## src/rtl/resp_sender.sv

```systemverilog
// Reply sender: streams a short ASCII reply plus line terminator per request.
// Ports: clk, rst (async, active-high); match/match_code request in;
//   tx_valid/tx_ready/tx_data byte stream out; busy and drop status.
// Build option: RESP_CRLF_EN selects a CR+LF terminator instead of LF only.
module resp_sender (
    input  logic       clk,
    input  logic       rst,
    input  logic       match,
    input  logic [7:0] match_code,
    input  logic       tx_ready,
    output logic       tx_valid,
    output logic [7:0] tx_data,
    output logic       busy,
    output logic       drop
);

    typedef enum logic [1:0] {
        IDLE,
        TEXT,
        EOL
    } state_e;

    state_e     state_q, state_d;
    logic [7:0] code_q, code_d;
    logic [2:0] idx_q, idx_d;
    logic       pend_v_q, pend_v_d;
    logic [7:0] pend_code_q, pend_code_d;
    logic       drop_q, drop_d;
    logic       xfer;
    logic       last_char;
    logic       eol_last;
    logic [7:0] eol_byte;

    // Reply text left-aligned in 40 bits, NUL padded.
    function automatic logic [39:0] str_of(input logic [7:0] c);
        case (c)
            8'h30:   str_of = {"NONE", 8'h00};
            8'h31:   str_of = "START";
            8'h32:   str_of = {"STOP", 8'h00};
            8'h33:   str_of = "HITSZ";
            default: str_of = {"?", 32'h0};
        endcase
    endfunction

    function automatic logic [2:0] len_of(input logic [7:0] c);
        case (c)
            8'h30:   len_of = 3'd4;
            8'h31:   len_of = 3'd5;
            8'h32:   len_of = 3'd4;
            8'h33:   len_of = 3'd5;
            default: len_of = 3'd1;
        endcase
    endfunction

    function automatic logic [7:0] char_of(input logic [7:0] c,
                                           input logic [2:0] i);
        logic [39:0] s;
        s = str_of(c) << {i, 3'b000};
        char_of = s[39:32];
    endfunction

`ifdef RESP_CRLF_EN
    logic eol_q, eol_d;
    assign eol_last = eol_q;
    assign eol_byte = eol_q ? 8'h0A : 8'h0D;
`else
    assign eol_last = 1'b1;
    assign eol_byte = 8'h0A;
`endif

    assign tx_valid  = (state_q != IDLE);
    assign busy      = tx_valid | pend_v_q;
    assign drop      = drop_q;
    assign xfer      = tx_valid & tx_ready;
    assign last_char = (idx_q == len_of(code_q) - 3'd1);

    always_comb begin
        tx_data = 8'h00;
        if (state_q == TEXT) begin
            tx_data = char_of(code_q, idx_q);
        end else if (state_q == EOL) begin
            tx_data = eol_byte;
        end
    end

    always_comb begin
        state_d     = state_q;
        code_d      = code_q;
        idx_d       = idx_q;
        pend_v_d    = pend_v_q;
        pend_code_d = pend_code_q;
        drop_d      = 1'b0;
`ifdef RESP_CRLF_EN
        eol_d       = eol_q;
`endif

        if (state_q != IDLE && match) begin
            if (pend_v_q) begin
                drop_d = 1'b1;
            end else begin
                pend_v_d    = 1'b1;
                pend_code_d = match_code;
            end
        end

        case (state_q)
            IDLE: begin
                if (match) begin
                    state_d = TEXT;
                    code_d  = match_code;
                    idx_d   = 3'd0;
                end else if (pend_v_q) begin
                    state_d  = TEXT;
                    code_d   = pend_code_q;
                    idx_d    = 3'd0;
                    pend_v_d = 1'b0;
                end
            end
            TEXT: begin
                if (xfer) begin
                    if (last_char) begin
                        state_d = EOL;
                        idx_d   = 3'd0;
`ifdef RESP_CRLF_EN
                        eol_d   = 1'b0;
`endif
                    end else begin
                        idx_d = idx_q + 3'd1;
                    end
                end
            end
            EOL: begin
                if (xfer) begin
                    if (eol_last) begin
                        // A request latched this same cycle counts as pending,
                        // so back-to-back replies never gap.
                        if (pend_v_d) begin
                            state_d  = TEXT;
                            code_d   = pend_code_d;
                            idx_d    = 3'd0;
                            pend_v_d = 1'b0;
                        end else begin
                            state_d = IDLE;
                        end
`ifdef RESP_CRLF_EN
                        eol_d = 1'b0;
                    end else begin
                        eol_d = 1'b1;
`endif
                    end
                end
            end
            default: state_d = IDLE;
        endcase
    end

    always_ff @(posedge clk or posedge rst) begin
        if (rst) begin
            state_q     <= IDLE;
            code_q      <= 8'h00;
            idx_q       <= 3'd0;
            pend_v_q    <= 1'b0;
            pend_code_q <= 8'h00;
            drop_q      <= 1'b0;
        end else begin
            state_q     <= state_d;
            code_q      <= code_d;
            idx_q       <= idx_d;
            pend_v_q    <= pend_v_d;
            pend_code_q <= pend_code_d;
            drop_q      <= drop_d;
        end
    end

`ifdef RESP_CRLF_EN
    always_ff @(posedge clk or posedge rst) begin
        if (rst) begin
            eol_q <= 1'b0;
        end else begin
            eol_q <= eol_d;
        end
    end
`endif

endmodule

```

## config.mk

```make
export PLATFORM = sky130hd
export DESIGN_NAME = resp_sender
export DESIGN_NICKNAME = d
export VERILOG_FILES = /design/src/rtl/resp_sender.sv
export SDC_FILE = /design/constraint.sdc
export NUM_CORES = 1
export LEC_CHECK = 0
export CORE_ASPECT_RATIO = 0.8
export CORE_MARGIN = 4
export CORE_UTILIZATION = 45
export DETAILED_ROUTE_END_ITERATION = 10
export GPL_TIMING_DRIVEN = 0
export PLACE_DENSITY_LB_ADDON = 0.08
export SLEW_MARGIN = 20
export SYNTH_ARGS = -nofsm -noshare
export SYNTH_HDL_FRONTEND = slang
export SYNTH_SLANG_ARGS = --single-unit
```

## constraint.sdc

```tcl
create_clock -name clk -period 1.75 [get_ports clk]
set_input_delay 0.175 -clock clk [delete_from_list [all_inputs] [get_ports clk]]
set_output_delay 0.175 -clock clk [all_outputs]
set_load 0.1 [all_outputs]
```

==> metrics.cfg <==
[route]
first_pass_iters = 4
vias = 1255
routedWlPerCell_microns = 15.5
vias_per_cell = 5.73
drc = 0
ant_nets = 0
wirelength_microns = 3400
initialDrtViolationCount = 114

[floorplan]
die_h_microns = 56.8
num_io_pins = 23
die-width_microns = 69.0
start_util = 0.476
core-area_sq_um = 2810
die_area_sq_um = 3910
row_count = 17

[cts]
cts_tree = yes
insertion_delay_ns = 0.26
clk_pin_slew_ns = 0.08
cts_max_path_buffers = 2
clockRootBuffer = clkbuf_8
numCtsBuffers = 3
htreeDepth = 1
clock_sinks = 23

[synthesis]
synth-seq-cells = 23
ys_warn_count = 0
synth_edf_count = 0
async_flop_share = 1.00
muxShareOfSynthArea = 0.135
synth_top_family_by_area = simple AND/OR/NAND/NOR gates
synth-main-ff-cell = dfrtp_1
synthAdderAreaFrac = 0.00935
synth-simple-area-share = 0.191
synth_area_leaders = dfrtp_1 (43%), mux2i_1 (6.7%), mux2_2 (5.9%)
yosysUniqueCellTypes = 42
synth_compound_area_frac = 0.168
netlist.area_leader.share = 0.430
netlist_instances = 145
synthMostInstantiatedCell = dfrtp_1
synth_area_sq_um = 1340
syn-num-nets = 158
yosysTopAreaCell = dfrtp_1
ys_seq_area_frac = 0.430
synth_xor_area_frac = 0.0131
synthTopCellsByCount = dfrtp_1 (23), nor2_1 (16), a21oi_1 (12)
synth.avg_cell_area_sq_um = 9.22

[worst_setup_path]
regToRegStartpoint = code_q[2]
max_stage_delay_ns = 0.42
end_kind = output port
critPathSlowestCell = dfrtp_1
cp_data_arrival_time_ns = 2.07
rrSetupSlack_ns = -0.07
critPathRequiredTime_ns = 1.57
cp-start-kind = register
crit_type = register to output port
r2r_end = state_q[0]
crit_fanout = 6
crit_chain = nor4b_4, nand3b_1, o21ai_1, a31oi_1, a211oi_4, buf_12
r2r_cells = 7

[place]
placed_cells = 204
placedInstanceArea_sq_um = 1680
dp_hpwl_microns = 2240
gp_congestion = 0.851
portBuffers = 21

[grt]
grt_pass1_wl_microns = 5420
grt_use_total = 0.182
grt_max_degree = 24
grt_pass1_vias = 1161
overflow = 0
antenna_found_initial = 0

[sta]
setup_viol = 10
worst_slack_ns = -0.490
rsz0062_at_grt = yes
final.setup_skew_ns = 0.00127
hold_violations = 0
setup_tns_ns = -3.17
worst_slew_pin_slew_ns = 0.960
layout_min_cycle_time_ns = 2.24
finalCritPeriodShare = 1.28
drv_slew = 0
fmax_mhz = 446
slew_headroom = 0.363

[min_path]
hold_path.class = primary input to async pin

[finish]
syn_to_final_growth_pct = 46.1
antenna_cells = 0
fin_nets = 195
fin_cells = 219
final_util = 0.696
drive_gt1_frac = 0.320
finalInstanceArea_sq_um = 1950

[run]
cap_violations = 0

[run_status]
status = finished with violations
violations = setup timing

[area by class of cell]
class	count	area, sq um
Buffer	9	48.8
Clock buffer	4	45.0
Fill cell	206	853
Inverter	7	26.3
Multi-Input combinational cell	106	857
Sequential cell	23	576
Tap cell	38	47.5
Timing Repair Buffer	32	354
[what timing repair did]
item,in CTS,in global routing
endpoints found under the hold margin,0,0
hold buffers,0,0
resized for setup,87,8
pin swaps,7,3
buffers inserted,7,4
endpoints found under the setup margin,19,20
[kinds of logic after synthesis]
| family | count (synthesis) |
|---|---|
| mux | 17 |
| simple gates | 50 |
| flops | 23 |
| fa+ha+maj | 1 |
| xor+xnor | 2 |
| buf+inv | 16 |
| compound gates | 35 |
| other cells | 1 |
[worst max-delay path: cells and delay by family, from the launching register on]
| kind | cells | cell delay (ns) |
|---|---|---|
| AOI/OAI and AO/OA | 3 | 0.63 |
| buffers and inverters | 1 | 0.21 |
| DFF | 1 | 0.42 |
| and+or+nand+nor | 2 | 0.54 |
[per-stage QoR]
step | setup slack [ns] | hold WS (ns)
2_1_floorplan | -0.565 | 0.177
3_3_place_gp | -1.23 | 0.471
3_5_place_dp | -1.24 | 0.478
4_1_cts | -0.450 | 0.420
5_1_grt | -0.599 | 0.460
6_report | -0.490 | 0.385
[layout by cell type, fill, tap and decap left out, types with 2 or more instances in the layout]
cell type	instances
a21oi_1	11
a311oi_1	2
a31oi_1	3
buf_12	6
buf_2	2
buf_4	9
buf_6	5
clkbuf_1	4
clkbuf_2	3
clkbuf_8	3
clkdlybuf4s50_1	11
dfrtp_1	23
inv_1	5
inv_2	2
mux2_2	7
mux2i_1	8
nand2_1	9
nand3_1	3
nand4_1	2
nor2_1	15
nor2_4	2
nor3_1	3
nor3_4	2
nor4_4	2
o21ai_1	3
o21ai_2	2
o21ai_4	2
or3_1	2
[sequential cells by signal, summed over array words and instances (netlist names)]
register,flops
pend_v_q,1
code_q,8
state_q,2
idx_q,3
pend_code_q,8
drop,1
[routing by layer]
metal  track usage  part of all wire
met1         0.262              0.44
met2         0.277              0.46
met3        0.0540             0.085
met4        0.0194             0.014
met5             0                 0
[how the worst max path moves through the flow]
stage | start | endpoint
2_1_floorplan | code_q[6] | tx_data[4]
3_3_place_gp | code_q[6] | tx_data[2]
3_5_place_dp | code_q[6] | tx_data[2]
4_1_cts | code_q[2] | tx_data[4]
5_1_grt | code_q[2] | tx_data[4]
6_report | code_q[2] | tx_data[4]
Power is not shown: default switching activity piles up to over one toggle a cycle in this logic, so the estimate is an artifact.
